## src/rtl/monster_sprite_fetch.sv

```systemverilog
// Address stage for the animated monster sprite RAM: per-pixel slot hit test, RAM address
// generation, and re-alignment of the RAM's 1-cycle read data into a chroma-keyed pixel.
`timescale 1ns/1ps
module monster_sprite_fetch #(
    parameter int          N_SLOTS   = 4,
    parameter int          SPRITE_W  = 45,
    parameter int          SPRITE_H  = 45,
    parameter logic [23:0] KEY_COLOR = 24'hFFFFFF,
    localparam int         SW        = (N_SLOTS > 1) ? $clog2(N_SLOTS) : 1
) (
    input  logic          Clk,
    input  logic          Reset_n,
    input  logic [9:0]    DrawX,
    input  logic [9:0]    DrawY,
    input  logic          pix_valid,
    input  logic          frame_start,
    input  logic          wr_en,
    input  logic [SW-1:0] wr_slot,
    input  logic [9:0]    wr_x,
    input  logic [9:0]    wr_y,
    input  logic          wr_active,
    output logic [18:0]   read_address,
    input  logic [23:0]   ram_data,
    output logic          pix_out_valid,
    output logic          pix_out_hit,
    output logic [SW-1:0] pix_out_slot,
    output logic [23:0]   pix_out_rgb
);

    localparam logic [18:0] OOR_ADDR = 19'(SPRITE_W * SPRITE_H);

    logic [9:0]    r_sh_x   [N_SLOTS];
    logic [9:0]    r_sh_y   [N_SLOTS];
    logic          r_sh_act [N_SLOTS];
    logic [9:0]    r_ac_x   [N_SLOTS];
    logic [9:0]    r_ac_y   [N_SLOTS];
    logic          r_ac_act [N_SLOTS];

    logic [10:0]   w_dx       [N_SLOTS];
    logic [10:0]   w_dy       [N_SLOTS];
    logic          w_slot_hit [N_SLOTS];

    logic          w_hit;
    logic [SW-1:0] w_win;
    logic [10:0]   w_sel_dx;
    logic [10:0]   w_sel_dy;
    logic [18:0]   w_addr;

    logic [18:0]   r_read_address;
    logic          r_s1_valid;
    logic          r_s1_hit;
    logic [SW-1:0] r_s1_slot;
    logic          r_s2_valid;
    logic          r_s2_hit;
    logic [SW-1:0] r_s2_slot;
    logic          r_out_valid;
    logic          r_out_hit;
    logic [SW-1:0] r_out_slot;
    logic [23:0]   r_out_rgb;
    logic          w_out_hit;

    // A write coinciding with frame_start must reach the active copy too, so the
    // commit takes the incoming value rather than the stale shadow entry.
    always_ff @(posedge Clk or negedge Reset_n) begin
        if (!Reset_n) begin
            for (int unsigned i = 0; i < N_SLOTS; i++) begin
                r_sh_x[i]   <= '0;
                r_sh_y[i]   <= '0;
                r_sh_act[i] <= 1'b0;
                r_ac_x[i]   <= '0;
                r_ac_y[i]   <= '0;
                r_ac_act[i] <= 1'b0;
            end
        end else begin
            for (int unsigned i = 0; i < N_SLOTS; i++) begin
                if (wr_en && (wr_slot == SW'(i))) begin
                    r_sh_x[i]   <= wr_x;
                    r_sh_y[i]   <= wr_y;
                    r_sh_act[i] <= wr_active;
                end
                if (frame_start) begin
                    if (wr_en && (wr_slot == SW'(i))) begin
                        r_ac_x[i]   <= wr_x;
                        r_ac_y[i]   <= wr_y;
                        r_ac_act[i] <= wr_active;
                    end else begin
                        r_ac_x[i]   <= r_sh_x[i];
                        r_ac_y[i]   <= r_sh_y[i];
                        r_ac_act[i] <= r_sh_act[i];
                    end
                end
            end
        end
    end

    // The 11-bit difference's MSB is the borrow, i.e. DrawX < x; this stops right-edge wrap.
    always_comb begin
        for (int unsigned i = 0; i < N_SLOTS; i++) begin
            w_dx[i]       = {1'b0, DrawX} - {1'b0, r_ac_x[i]};
            w_dy[i]       = {1'b0, DrawY} - {1'b0, r_ac_y[i]};
            w_slot_hit[i] = r_ac_act[i] && !w_dx[i][10] && !w_dy[i][10] &&
                            (w_dx[i] < 11'(SPRITE_W)) && (w_dy[i] < 11'(SPRITE_H));
        end
    end

    always_comb begin
        w_hit    = 1'b0;
        w_win    = '0;
        w_sel_dx = '0;
        w_sel_dy = '0;
        for (int unsigned i = 0; i < N_SLOTS; i++) begin
            if (!w_hit && w_slot_hit[i]) begin
                w_hit    = 1'b1;
                w_win    = SW'(i);
                w_sel_dx = w_dx[i];
                w_sel_dy = w_dy[i];
            end
        end
        w_addr = w_hit ? (19'(w_sel_dy) * 19'(SPRITE_W) + 19'(w_sel_dx)) : OOR_ADDR;
    end

    assign w_out_hit = r_s2_hit && (ram_data != KEY_COLOR);

    always_ff @(posedge Clk or negedge Reset_n) begin
        if (!Reset_n) begin
            r_read_address <= OOR_ADDR;
            r_s1_valid     <= 1'b0;
            r_s1_hit       <= 1'b0;
            r_s1_slot      <= '0;
            r_s2_valid     <= 1'b0;
            r_s2_hit       <= 1'b0;
            r_s2_slot      <= '0;
            r_out_valid    <= 1'b0;
            r_out_hit      <= 1'b0;
            r_out_slot     <= '0;
            r_out_rgb      <= '0;
        end else begin
            r_read_address <= w_addr;
            r_s1_valid     <= pix_valid;
            r_s1_hit       <= w_hit && pix_valid;
            r_s1_slot      <= w_win;
            r_s2_valid     <= r_s1_valid;
            r_s2_hit       <= r_s1_hit;
            r_s2_slot      <= r_s1_slot;
            r_out_valid    <= r_s2_valid;
            r_out_hit      <= w_out_hit;
            r_out_slot     <= w_out_hit ? r_s2_slot : '0;
            r_out_rgb      <= w_out_hit ? ram_data : '0;
        end
    end

    assign read_address  = r_read_address;
    assign pix_out_valid = r_out_valid;
    assign pix_out_hit   = r_out_hit;
    assign pix_out_slot  = r_out_slot;
    assign pix_out_rgb   = r_out_rgb;

endmodule
```

## config.mk

```make
export PLATFORM = sky130hd
export DESIGN_NAME = monster_sprite_fetch
export DESIGN_NICKNAME = d
export VERILOG_FILES = /design/src/rtl/monster_sprite_fetch.sv
export SDC_FILE = /design/constraint.sdc
export NUM_CORES = 1
export LEC_CHECK = 0
export ABC_CLOCK_PERIOD_IN_PS = 8300
export BUFFER_PORTS_ARGS = -buffer_cell sky130_fd_sc_hd__buf_4
export CORE_MARGIN = 10
export CORE_UTILIZATION = 45
export CTS_CLUSTER_SIZE = 28
export DETAILED_ROUTE_END_ITERATION = 8
export GPL_ROUTABILITY_DRIVEN = 1
export PLACE_DENSITY = 0.66
export RECOVER_POWER = 100
export SYNTH_ARGS = -nofsm -noshare
export SYNTH_HDL_FRONTEND = slang
export SYNTH_SLANG_ARGS = --single-unit
```

## constraint.sdc

```tcl
create_clock -name Clk -period 8.3 [get_ports Clk]
set_clock_uncertainty 0.1 [all_clocks]
set_input_delay 0.415 -clock Clk [delete_from_list [all_inputs] [get_ports Clk]]
set_output_delay 0.415 -clock Clk [all_outputs]
set_load 0.02 [all_outputs]
```

# == Word-level counts from Yosys, hierarchy flattened ==
# Index checks and enable logic that the tools add are counted.
# word_totals
register_bits,222
input_bits,72
out_inout_bits,47
wordCells,124
# op_classes
n_addsub,9
mul,1
n_lt_le_gt_ge,8
n_eq_ne,4
n_mux,30
n_reduce_logical,37
# ops
operator,n
11-bit by 6-bit less-than comparator with 1-bit output (second input constant),8
11-bit 2-to-1 mux,8
10-bit by 10-bit subtractor with 11-bit output,8
10-bit 2-to-1 mux,8
1-bit logical AND,25
24-bit 2-to-1 mux,1
24-bit inequality test (second input constant),1
17-bit by 11-bit adder with 18-bit output,1
18-bit 2-to-1 mux,1
11-bit by 6-bit multiplier with 17-bit output (second input constant),1
1-bit logical NOT,11
1-bit 2-to-1 mux,9
2-bit 2-to-1 mux,3
2-bit equality test (second input constant),2
2-bit by 1-bit equality test with 1-bit output (second input constant),1
2-bit logical NOT,1

# == Depth between registers and ports, before layout ==
# Gate-level depths: netlist of run 1.
# depth
depth_word,19
ltp_mapped,31
ltp_nobuf,30

# == Least setup slack after synthesis of run 1 ==
# No wires, ideal clock.
# synth_path
kind,input -> register
start,input DrawX[0]
end,"register r_read_address[12], in the netlist read_address[12]"
setup_time_ps,73
arrival_ps,6713
t_required_ps,8127
path_slack_ps,1414
cell_stages,30
path_buffers,1
path_cell_list,inv_1 > ha_1 > inv_1 > fa_1 > a211oi_1 > nor3b_1 > o31ai_1 > mux2i_1 > o2111ai_1 > or4_1 > buf_2 > or3_4 > a2111o_1 > a32oi_1 > ha_1 > inv_1 > fa_1 > inv_1 > fa_1 > inv_1 > fa_1 > inv_1 > ha_1 > nor2_1 > nor2_1 > nand3_1 > nand3_1 > o311ai_0 > xor2_1 > nor2_1
# synth_between
elab_chain_len,19
word_cells_on_any_way,49
cone_classes,add/sub: 5; mul: 1; order compare: 4; mux: 13; reduce/logical: 26
# synth_lines
element,line_no,source
"start, declared",13,"input logic [9:0] DrawX,"
"parallel branches: the longest is 18 deep, another holds 10-bit by 10-bit subtractor with 11-bit output",-,
18-bit 2-to-1 mux (*),119,w_addr = w_hit ? (19'(w_sel_dy) * 19'(SPRITE_W) + 19'(w_sel_dx)) : OOR_ADDR;
net w_addr[12],47,logic [18:0] w_addr;
"end signal, assigned",138,r_read_address <= w_addr;
"end, declared",49,logic [18:0] r_read_address;
# Mark *: on every way through the listed nets, which the timed path passes.
# A chain may end at the register's enable or synchronous reset.

# == Worst setup path in the final report of run 1 ==
# layout_path
start,register r_ac_x[10] (netlist name)
end,"register r_read_address[12], in the netlist read_address[12]"
# layout_between
elab_chain_len,14
word_cells_on_any_way,19
cone_classes,add/sub: 2; mul: 1; order compare: 1; mux: 7; reduce/logical: 8
# layout_lines
element,line_no,source
"start, declared",35,logic [9:0] r_ac_x [N_SLOTS];
"start signal, assigned by index",83,r_ac_x[i] <= wr_x;
"start signal, assigned by index",87,r_ac_x[i] <= r_sh_x[i];
10-bit by 10-bit subtractor with 11-bit output (*),99,"w_dx[i] = {1'b0, DrawX} - {1'b0, r_ac_x[i]};"
"parallel branches: the longest is 12 deep, another holds 17-bit by 11-bit adder with 18-bit output",-,
18-bit 2-to-1 mux (*),119,
net w_addr[12],47,
# Marked as above.

==> summary.md, run 1 <==
| Metric | Value |
|---|---|
| Minimum clock period | approximately 7.3 ns |
| Via count of the first global-routing pass | ~10,000 |
| RSZ-0062 raised after global routing | false |
| Net switching power | roughly 1.2 mW |
| Netlist cell types | between 60 and 70 |
| Clock power frac | a little under a third |
| Internal power | ~2.3 mW |
| Worst hold path depth | 2 |
| Critical Path Most Common Cell | inv_1 |
| Critical path endpoint category | flip-flop |
| Area occupied by multi-input gates | roughly 7500 um2 |
| Crit. Startpoint | r_ac_x[10] |
| Fill count | 2,743 |
| Via Count | 10,300 |
| Sequential share of the synthesized area | between 40% and 50% |
| Std-Cell Rows | between 60 and 70 |
| Syn-to-layout area delta | 15.5% |
| Ports | 119 |
| CP max stage cell | or4_1 |
| Core Area | approximately 30,000 um2 |
| Hold Fails Final Rpt | 0 |
| H-tree depth | 1 |
| CTS tree | done |
| Critical path class | flip-flop to flip-flop |
| Final setup fails | 0 |
| Most frequent cells in the layout | 214 x dfrtp_1, 146 x inv_1, 124 x o21ai_0, 124 x ha_1, 112 x nand2_1 |
| Sequential cell area | about 5600 um2 |
| Combinational power share | between 30% and 40% |
| Post-synth ARST share | 100% |
| Grt ovf | 0 |
| Seq pwr share | 36.8% |
| Final Max Tran Viols | about 300 |
| Buffers added on ports | between 100 and 150 |
| Ys flop type | dfrtp_1 |
| Status | complete, but fails checks |
| Synth warn | 0 |
| Global placer's final weighted congestion | 0.929 |
| Final Cell Area | about 16,000 um2 |
| Maximum fanout along the worst path | 7 |
| DR vias/cell | 5.41 |
| Max Freq | 0.137 GHz |
| First-pass GRT wire length | ~55 mm |
| Num CTS Buffers | 25 |
| Final Worst Setup Slack | between 0.9 and 1 ns |
| Chip Width | 194 um |
| Initial Util | 45.8% |
| DRC | 0 |
| Clock Pin Slew Worst Setup and Hold Paths | 0.06 ns |
| DR WL/cell | between 15 and 20 um |
| Failing checks | max-capacitance violations, max-slew violations |
| Headroom to the max-slew limit | -163% |
| Slew @ Worst Pin | 3.95 ns |
| Switching Share | between 30% and 40% |
| Fraction of layout cells with a size suffix above 1 | between 10% and 20% |
| Final setup TNS | 0 ns |
| Die height | ~190 um |
| Final net count | 1,729 |
| Post-CTS Setup Repair Bufs | 0 |
| Most common cell after layout, fill and taps aside | dfrtp_1 |
| Root Buffer | clkbuf_16 |
| Pwr/cell area | roughly 220 nW/um2 |
| Leakage | roughly 7.4 nW |
| Initial DRC count | 642 |
| Largest net degree at the start of global routing | 95 |
| Syn avg cell area | about 10 um2 |
| Clock latency at the later pin of the worst-skew pair | between 0.5 and 0.6 ns |
| Hold-critical path endpoint | pix_out_rgb[14] |
| Arr. time, crit path | 7.68 ns |
| Final Cycle Share | 88.2% |
| Reg-to-reg slack, setup | about 0.98 ns |
| Req. time, crit path | 8.66 ns |
| R2R cell count | 28 |
| Fin util | between 50% and 60% |
| DIE AREA | ~38,000 um2 |
| Hold_sp | ram_data[14] |
| Routed Antenna Nets | 0 |
| Peak supply drop | 0.138 mV |
| Post-Place Setup Slack | approximately 0.66 ns |
| Critical path startpoint category | flip-flop |
| Clock Tree Buf Depth | 3 |
| DR pass1 iterations | 5 |
| Mapped cell area | 13,700 um2 |
| Global Route Usage Sum | between 15 and 20% |
| CTS sink cnt | roughly 220 |
| Tightest Hold Check Type | input port to flip-flop |
| Max_cap viols | 7 |
| Post-Synthesis Cells | 1,345 |
| Hold_ws | 0.0158 ns |
| DP Area | 15,000 um2 |
| Initial antenna violation count | 0 |
| Largest stage delay, worst path | 0.66 ns |
| DRT Wirelength | 33.4 mm |
| Post-DP HPWL | ~26 mm |
| Yosys reg bits | roughly 220 |
| Reg-to-Reg Start | r_ac_x[10] |
| R2R Path End | read_address[12] |
| Number of diodes | 0 |
| EDFF count, synth | 0 |
[state kept, by name (all words and copies together), names as in the netlist, 2 cells and up]
signal        cells
r_sh_x           40
r_sh_act          4
r_ac_act          4
r_ac_x           40
r_ac_y           40
read_address     18
pix_out_slot      2
r_s2_slot         2
r_s1_slot         2
r_sh_y           40
pix_out_rgb      24
[kinds of logic after synthesis]
logic type,Yosys count,share of synthesized area [%]
AO/OA/AOI/OAI,319,15.0
XOR/XNOR,41,2.63
adder cells (fa/ha/maj),156,16.0
buffers and inverters,180,4.99
flip-flops,222,40.7
multiplexers,110,8.96
other,2,0.0550
AND/OR/NAND/NOR,315,11.6
[power groups by stage]
stage / clock network [mW] / logic, mW / registers (mW)
3_5_place_dp: 0 / 1.13 / 1.30
2_1_floorplan: 0 / 0.824 / 1.28
6_report: 1.05 / 1.15 / 1.28
5_1_grt: 1.12 / 1.29 / 1.30
3_3_place_gp: 0 / 1.11 / 1.29
4_1_cts: 1.08 / 1.14 / 1.28
[stage by stage]
stage / cells / power (mW)
floorplan: 1362 / 2.11
global placement: 1844 / 2.41
detailed placement: 1844 / 2.43
CTS: 1908 / 3.50
global route: 1908 / 3.70
finish: 1908 / 3.48
[metal layers]
metal / GRT usage [%] / share of wire [%] / up-vias
met4: 3.98 / 1.9 / 0
met3: 2.16 / 3.8 / 44
met2: 29.5 / 49 / 178
li1: - / - / 5023
met5: 0 / 0 / -
met1: 22.9 / 45 / 5079
[worst max-delay path, delay by kind of cell (launching register included)]
family	cells	cell delay (ns)
AOI/OAI and AO/OA	6	1.63
xor gates and xnor gates	1	0.21
adders and majority gates	7	2.64
buffers and inverters	5	0.25
DFF	1	0.37
muxes	1	0.31
and+or+nand+nor	8	1.71
[area by class of cell]
class,instances,share of cell area (%)
Clock buffer,35,4.39
Tap cell,390,3.09
Multi-Input combinational cell,960,47.3
Clock inverter,9,0.507
Timing Repair Buffer,146,5.95
Inverter,146,3.47
Sequential cell,222,35.3
[how the worst max path moves through the flow]
stage / endpoint / slack (ns) / depth (start not counted)
after global routing: read_address[12] / 0.39 / 28
after floorplan: read_address[12] / 1.41 / 30
final: read_address[12] / 0.98 / 28
after detailed placement: read_address[12] / 0.66 / 30
after global placement: read_address[12] / 0.84 / 30
after CTS: read_address[12] / 0.97 / 28
[cell usage after synthesis, types with 4 or more instances]
library cell | instances | area (um2)
dfrtp_1 | 214 | 5360
inv_1 | 146 | 548
ha_1 | 124 | 1550
o21ai_0 | 124 | 621
nand2_1 | 112 | 420
mux2_2 | 98 | 1100
a21oi_1 | 40 | 200
nor2_1 | 39 | 146
fa_1 | 32 | 641
and2_1 | 29 | 181
o21a_1 | 26 | 195
clkbuf_1 | 24 | 90.1
xnor2_1 | 21 | 184
a21o_1 | 20 | 150
nor3_1 | 20 | 100
xor2_1 | 20 | 175
nor2b_1 | 16 | 100
nand3_1 | 15 | 75.1
a31oi_1 | 14 | 87.6
nand4_1 | 14 | 87.6
nand2b_1 | 13 | 81.3
mux2i_1 | 12 | 120
o31a_1 | 12 | 105
or2_2 | 12 | 75.1
or3_1 | 11 | 68.8
a211oi_1 | 10 | 75.1
o2111ai_1 | 10 | 87.6
dfstp_2 | 8 | 210
nor4_1 | 8 | 50.1
buf_1 | 7 | 26.3
o221ai_1 | 7 | 61.3
o31ai_1 | 7 | 52.6
nor3b_1 | 6 | 45.0
o211ai_1 | 6 | 45.0
o21bai_1 | 6 | 45.0
o22ai_1 | 6 | 37.5
nand3b_1 | 5 | 37.5
a22oi_1 | 4 | 30.0
and3_1 | 4 | 25.0
or4_1 | 4 | 30.0
[what timing repair did]
item | in CTS | in global routing
gates resized for setup | 0 | 0
hold buffers | 20 | 0
endpoints found under the hold margin | 87 | 0
endpoints found under the setup margin | 0 | 0
(Power assumes the default switching activity.)
==> run 2: changes to the inputs <==
- PLACE_DENSITY: 0.66 -> not set
==> run 2 against run 1 <==
Net effect: the run still ends with max-capacitance violations, max-slew violations left; worst setup slack worse by 0.15 ns; critical endpoint unchanged; flip-flop and latch count unchanged; global-route usage increased by 0.28 points.
==> summary.md, run 2 (synthesis results as in run 1) <==
| Metric | Value |
|---|---|
| Maximum fanout along the worst path | 7 |
| Arr. time, crit path | about 7.8 ns |
| Minimum clock period | 7.47 ns |
| Buffers added on ports | ~120 |
| Req. time, crit path | 8.65 ns |
| Via Count | 10,300 |
| Final Cell Area | 15,700 um2 |
| Std-Cell Rows | 63 |
| Worst hold path depth | 2 |
| Initial antenna violation count | 0 |
| Global Route Usage Sum | between 10% and 20% |
| Ports | 119 |
| Final net count | ~1,700 |
| Initial DRC count | 657 |
| Final Cycle Share | 90.0% |
| Syn-to-layout area delta | 15.2% |
| Hold Fails Final Rpt | 0 |
| Critical Path Most Common Cell | inv_1 |
| Clock Pin Slew Worst Setup and Hold Paths | 0.06 ns |
| DIE AREA | approximately 38,000 um2 |
| Critical path class | flip-flop to flip-flop |
| Core Area | slightly below 30,000 um2 |
| Pwr/cell area | roughly 220 nW/um2 |
| Final setup fails | 0 |
| Hold_ws | between 0.015 and 0.02 ns |
| First-pass GRT wire length | around 55 mm |
| Die height | just under 200 um |
| Most frequent cells in the layout | 214 x dfrtp_1, 146 x inv_1, 124 x o21ai_0, 124 x ha_1, 112 x nand2_1 |
| R2R cell count | 28 |
| Status | complete, but fails checks |
| CTS sink cnt | approximately 220 |
| DR pass1 iterations | 6 |
| Largest net degree at the start of global routing | 96 |
| Slew @ Worst Pin | approximately 5.1 ns |
| Fraction of layout cells with a size suffix above 1 | 11.5% |
| Critical path startpoint category | flip-flop |
| Global placer's final weighted congestion | 0.920 |
| DR vias/cell | approximately 5.4 |
| Num CTS Buffers | 25 |
| Initial Util | 45.8% |
| Via count of the first global-routing pass | roughly 10,000 |
| Post-CTS Setup Repair Bufs | 0 |
| Headroom to the max-slew limit | -241% |
| DP Area | between 15,000 and 20,000 um2 |
| CTS tree | done |
| Chip Width | around 200 um |
| Largest stage delay, worst path | 0.66 ns |
| Final Max Tran Viols | approximately 250 |
| Max Freq | 0.134 GHz |
| DR WL/cell | 17.7 um |
| RSZ-0062 raised after global routing | false |
| Post-DP HPWL | about 26 mm |
| Tightest Hold Check Type | input port to flip-flop |
| Root Buffer | clkbuf_16 |
| Number of diodes | 0 |
| Failing checks | max-capacitance violations, max-slew violations |
| DRT Wirelength | approximately 34 mm |
| CP max stage cell | or4_1 |
| Fill count | roughly 2,800 |
| DRC | 0 |
| Peak supply drop | between 0.1 and 0.15 mV |
| Routed Antenna Nets | 0 |
| Critical path endpoint category | flip-flop |
| Grt ovf | 0 |
| Most common cell after layout, fill and taps aside | dfrtp_1 |
| Final setup TNS | 0 ns |
| Clock Tree Buf Depth | 3 |
| Leakage | ~7.4 nW |
| Max_cap viols | 6 |
| Clock latency at the later pin of the worst-skew pair | about 0.5 ns |
| H-tree depth | 1 |
[run 2: per-stage QoR]
stage | cells | worst slack (ns) | util, % | total power, mW
3_3_place_gp | 1844 | 0.804 | 50.5 | 2.41
5_1_grt | 1899 | 0.304 | 52.8 | 3.76
2_1_floorplan | 1362 | 1.41 | - | 2.11
4_1_cts | 1899 | 0.921 | 53.6 | 3.55
3_5_place_dp | 1844 | 0.631 | 50.5 | 2.43
6_report | 1899 | 0.828 | 52.8 | 3.52
[run 2: timing repair]
action / 4_1_cts / 5_1_grt
hold buffers: 11 / 0
endpoints found under the setup margin: 0 / 0
endpoints found under the hold margin: 96 / 0
resized for setup: 0 / 0
[run 2: layout make-up]
class	instances	area, um2	share of cell area (%)
Clock buffer	38	734	4.67
Clock inverter	6	86.3	0.549
Inverter	146	548	3.48
Multi-Input combinational cell	960	7460	47.4
Sequential cell	222	5570	35.4
Tap cell	390	488	3.10
Timing Repair Buffer	137	852	5.41
[run 2: final timing paths]
kind | startpoint | endpoint | slack, ns
setup / recovery | r_ac_x[10] | read_address[12] | 0.83
hold / removal | ram_data[20] | pix_out_rgb[20] | 0.02
setup reg to reg | r_ac_x[10] | read_address[12] | 0.83
hold reg to reg | r_s1_slot[0] | r_s2_slot[0] | 0.25
max in group asynchronous | Reset_n | r_ac_y[17] | 2.22
min in group asynchronous | Reset_n | pix_out_rgb[15] | 2.20
[run 2: layer usage]
layer	global-route usage (%)	up-vias	wire [um]
met4	2.95	0	459
met2	29.0	188	16000
met5	0	-	0
met3	2.35	42	1350
met1	24.4	5065	15900
li1	-	5015	-
[run 2: report_power, final]
part / internal, mW / total, mW / switching (mW)
Clock: 0.669 / 1.10 / 0.428
Combinational: 0.467 / 1.14 / 0.676
Sequential: 1.24 / 1.28 / 0.0433
[run 2: critical path, delay by kind of cell (launching register included)]
family                   cells  cell delay (ns)
flip-flops                   1             0.37
adder cells (fa/ha/maj)      7             2.65
XOR/XNOR                     1             0.22
AO/OA/AOI/OAI                6             1.70
buffers and inverters        5             0.27
AND/OR/NAND/NOR              8             1.75
multiplexers                 1             0.32
==> run 3: changes to the inputs <==
- MAX_ROUTING_LAYER: not set -> met4
==> run 3 against run 2 <==
Net effect: the flow still finishes with violations (max-capacitance violations, max-slew violations); critical path depth unchanged; critical endpoint unchanged; final area up 0.33%; worst setup slack better by 0.087 ns; power about the same; via count down 1.1%; largest cell class unchanged; fmax up 1.2%.
==> summary.md, run 3 (synthesis results as in run 1) <==
| Metric | Value |
|---|---|
| Tightest Hold Check Type | input port to flip-flop |
| Post-CTS Setup Repair Bufs | 0 |
| Grt ovf | 0 |
| Most common cell after layout, fill and taps aside | dfrtp_1 |
| H-tree depth | 1 |
| Critical Path Most Common Cell | inv_1 |
| Final Max Tran Viols | between 300 and 400 |
| Final net count | between 1,500 and 2,000 |
| Status | complete, but fails checks |
| Max Used Layer | met4 |
| WL met3 | ~1.3 mm |
| Critical path startpoint category | flip-flop |
| First-pass GRT wire length | between 50 and 60 mm |
| DIE AREA | between 30,000 and 40,000 um2 |
| Num CTS Buffers | 25 |
| Chip Width | a little under 200 um |
| Buffers added on ports | approximately 120 |
| Clock Pin Slew Worst Setup and Hold Paths | roughly 0.06 ns |
| Clock Tree Buf Depth | 3 |
| Metal-1 WL | around 16 mm |
| Headroom to the max-slew limit | -243% |
| Routed Antenna Nets | 0 |
| Leakage | about 7.4 nW |
| Slew @ Worst Pin | 5.15 ns |
| CP max stage cell | or4_1 |
| Non-filler instance count after layout | roughly 1,900 |
| Global placer's final weighted congestion | just over 0.9 |
| Global Route Usage Sum | a little under a fifth |
| Die height | ~190 um |
| Failing checks | max-capacitance violations, max-slew violations |
| Std-Cell Rows | 63 |
| # hold bufs at CTS | 18 |
| DR pass1 iterations | 6 |
| Via Count | approximately 10,000 |
| DRT Wirelength | 33.7 mm |
| Final setup TNS | 0 ns |
| Core Area | between 20,000 and 30,000 um2 |
| DRC | 0 |
| Initial DRC count | between 600 and 700 |
| Max Freq | 0.135 GHz |
| CTS sink cnt | around 220 |
| Critical path endpoint category | flip-flop |
| Number of diodes | 0 |
| Post-CTS sizing | 0 |
| Most frequent cells in the layout | 214 x dfrtp_1, 146 x inv_1, 124 x o21ai_0, 124 x ha_1, 112 x nand2_1 |
| Root Buffer | clkbuf_16 |
| Arr. time, crit path | ~7.7 ns |
| Final Cycle Share | approximately 89% |
| CTS tree | done |
| RSZ-0062 raised after global routing | false |
| Req. time, crit path | 8.57 ns |
| Post-Place Setup Slack | 0.710 ns |
| Max_cap viols | 7 |
| Syn-to-layout area delta | 15.6% |
| DR vias/cell | 5.35 |
| Placed insts | 1,844 |
| DR WL/cell | 17.7 um |
| Pwr/cell area | about 220 nW/um2 |
| Hold Fails Final Rpt | 0 |
| Total Power | 3.52 mW |
| Critical path class | flip-flop to flip-flop |
| Ports | approximately 120 |
| Largest stage delay, worst path | ~0.65 ns |
| Final setup fails | 0 |
| Maximum fanout along the worst path | 7 |
| Fraction of layout cells with a size suffix above 1 | between 10 and 15% |
| Clock latency at the later pin of the worst-skew pair | between 0.5 and 0.6 ns |
| Initial antenna violation count | 0 |
| Peak supply drop | around 0.15 mV |
| Minimum clock period | around 7.4 ns |
| Via count of the first global-routing pass | 10,500 |
| Metal2 WL | approximately 16 mm |
| Initial Util | between 40% and 50% |
| Post-DP HPWL | 26.1 mm |
| Largest net degree at the start of global routing | around 100 |
| Final Worst Setup Slack | between 0.9 and 1 ns |
run 3: cell types whose count changed in the layout (fill, tap and decap cells not counted), moves of 2 or more:
cell / delta
and2_1: -4
mux2_1: -2
buf_4: -2
mux2_2: +2
dlygate4sd3_1: +7
and2_0: +4
clkbuf_1: +2
clkbuf_8: -3
clkinv_2: +2
run 3: metal layers:
| layer | vias to the layer above | global-route usage (%) |
|---|---|---|
| li1 | 5013 | - |
| met1 | 4977 | 24.1 |
| met2 | 168 | 28.8 |
| met3 | 43 | 2.44 |
| met4 | 0 | 4.00 |
| met5 | - | - |
run 3: layout make-up:
class	count	area, um2
clock inverter	8	118
multi-input combinational	960	7460
clock buffer	35	693
timing repair buffer	144	915
tap	390	488
fill	2778	14000
sequential	222	5570
inverter	146	548
run 3: final timing paths:
check | end | slack, ns | cells after the start | startpoint
worst min-delay path | pix_out_rgb[0] | 0.03 | 2 | ram_data[0]
max in group asynchronous | r_ac_y[37] | 2.36 | 3 | Reset_n
worst max-delay path | read_address[12] | 0.91 | 28 | r_ac_x[10]
worst min register to register | r_s2_slot[0] | 0.25 | 0 | r_s1_slot[0]
worst max register to register | read_address[12] | 0.91 | 28 | r_ac_x[10]
min in group asynchronous | pix_out_rgb[13] | 2.24 | 2 | Reset_n
run 3: critical path: cells and delay by family (launching register included):
family	cells	cell delay [ns]
XOR/XNOR	1	0.20
multiplexers	1	0.35
adder cells (fa/ha/maj)	7	2.52
AND/OR/NAND/NOR	7	1.68
AO/OA/AOI/OAI	7	1.77
buffers and inverters	5	0.26
flip-flops	1	0.37
run 3: metrics by stage:
stage                     hold WS [ns]  area, um2  util (%)
after floorplan                 0.0194      13700         -
after global placement           0.233      15000      50.5
after detailed placement         0.239      15000      50.5
after CTS                      0.00316      16000      53.8
after global routing            0.0189      15800      53.0
final                           0.0274      15800      53.0
run 3: report_power, final:
part | internal, mW | switching, mW
Sequential | 1.24 | 0.0433
Combinational | 0.470 | 0.676
Clock | 0.671 | 0.422
Total | 2.38 | 1.14
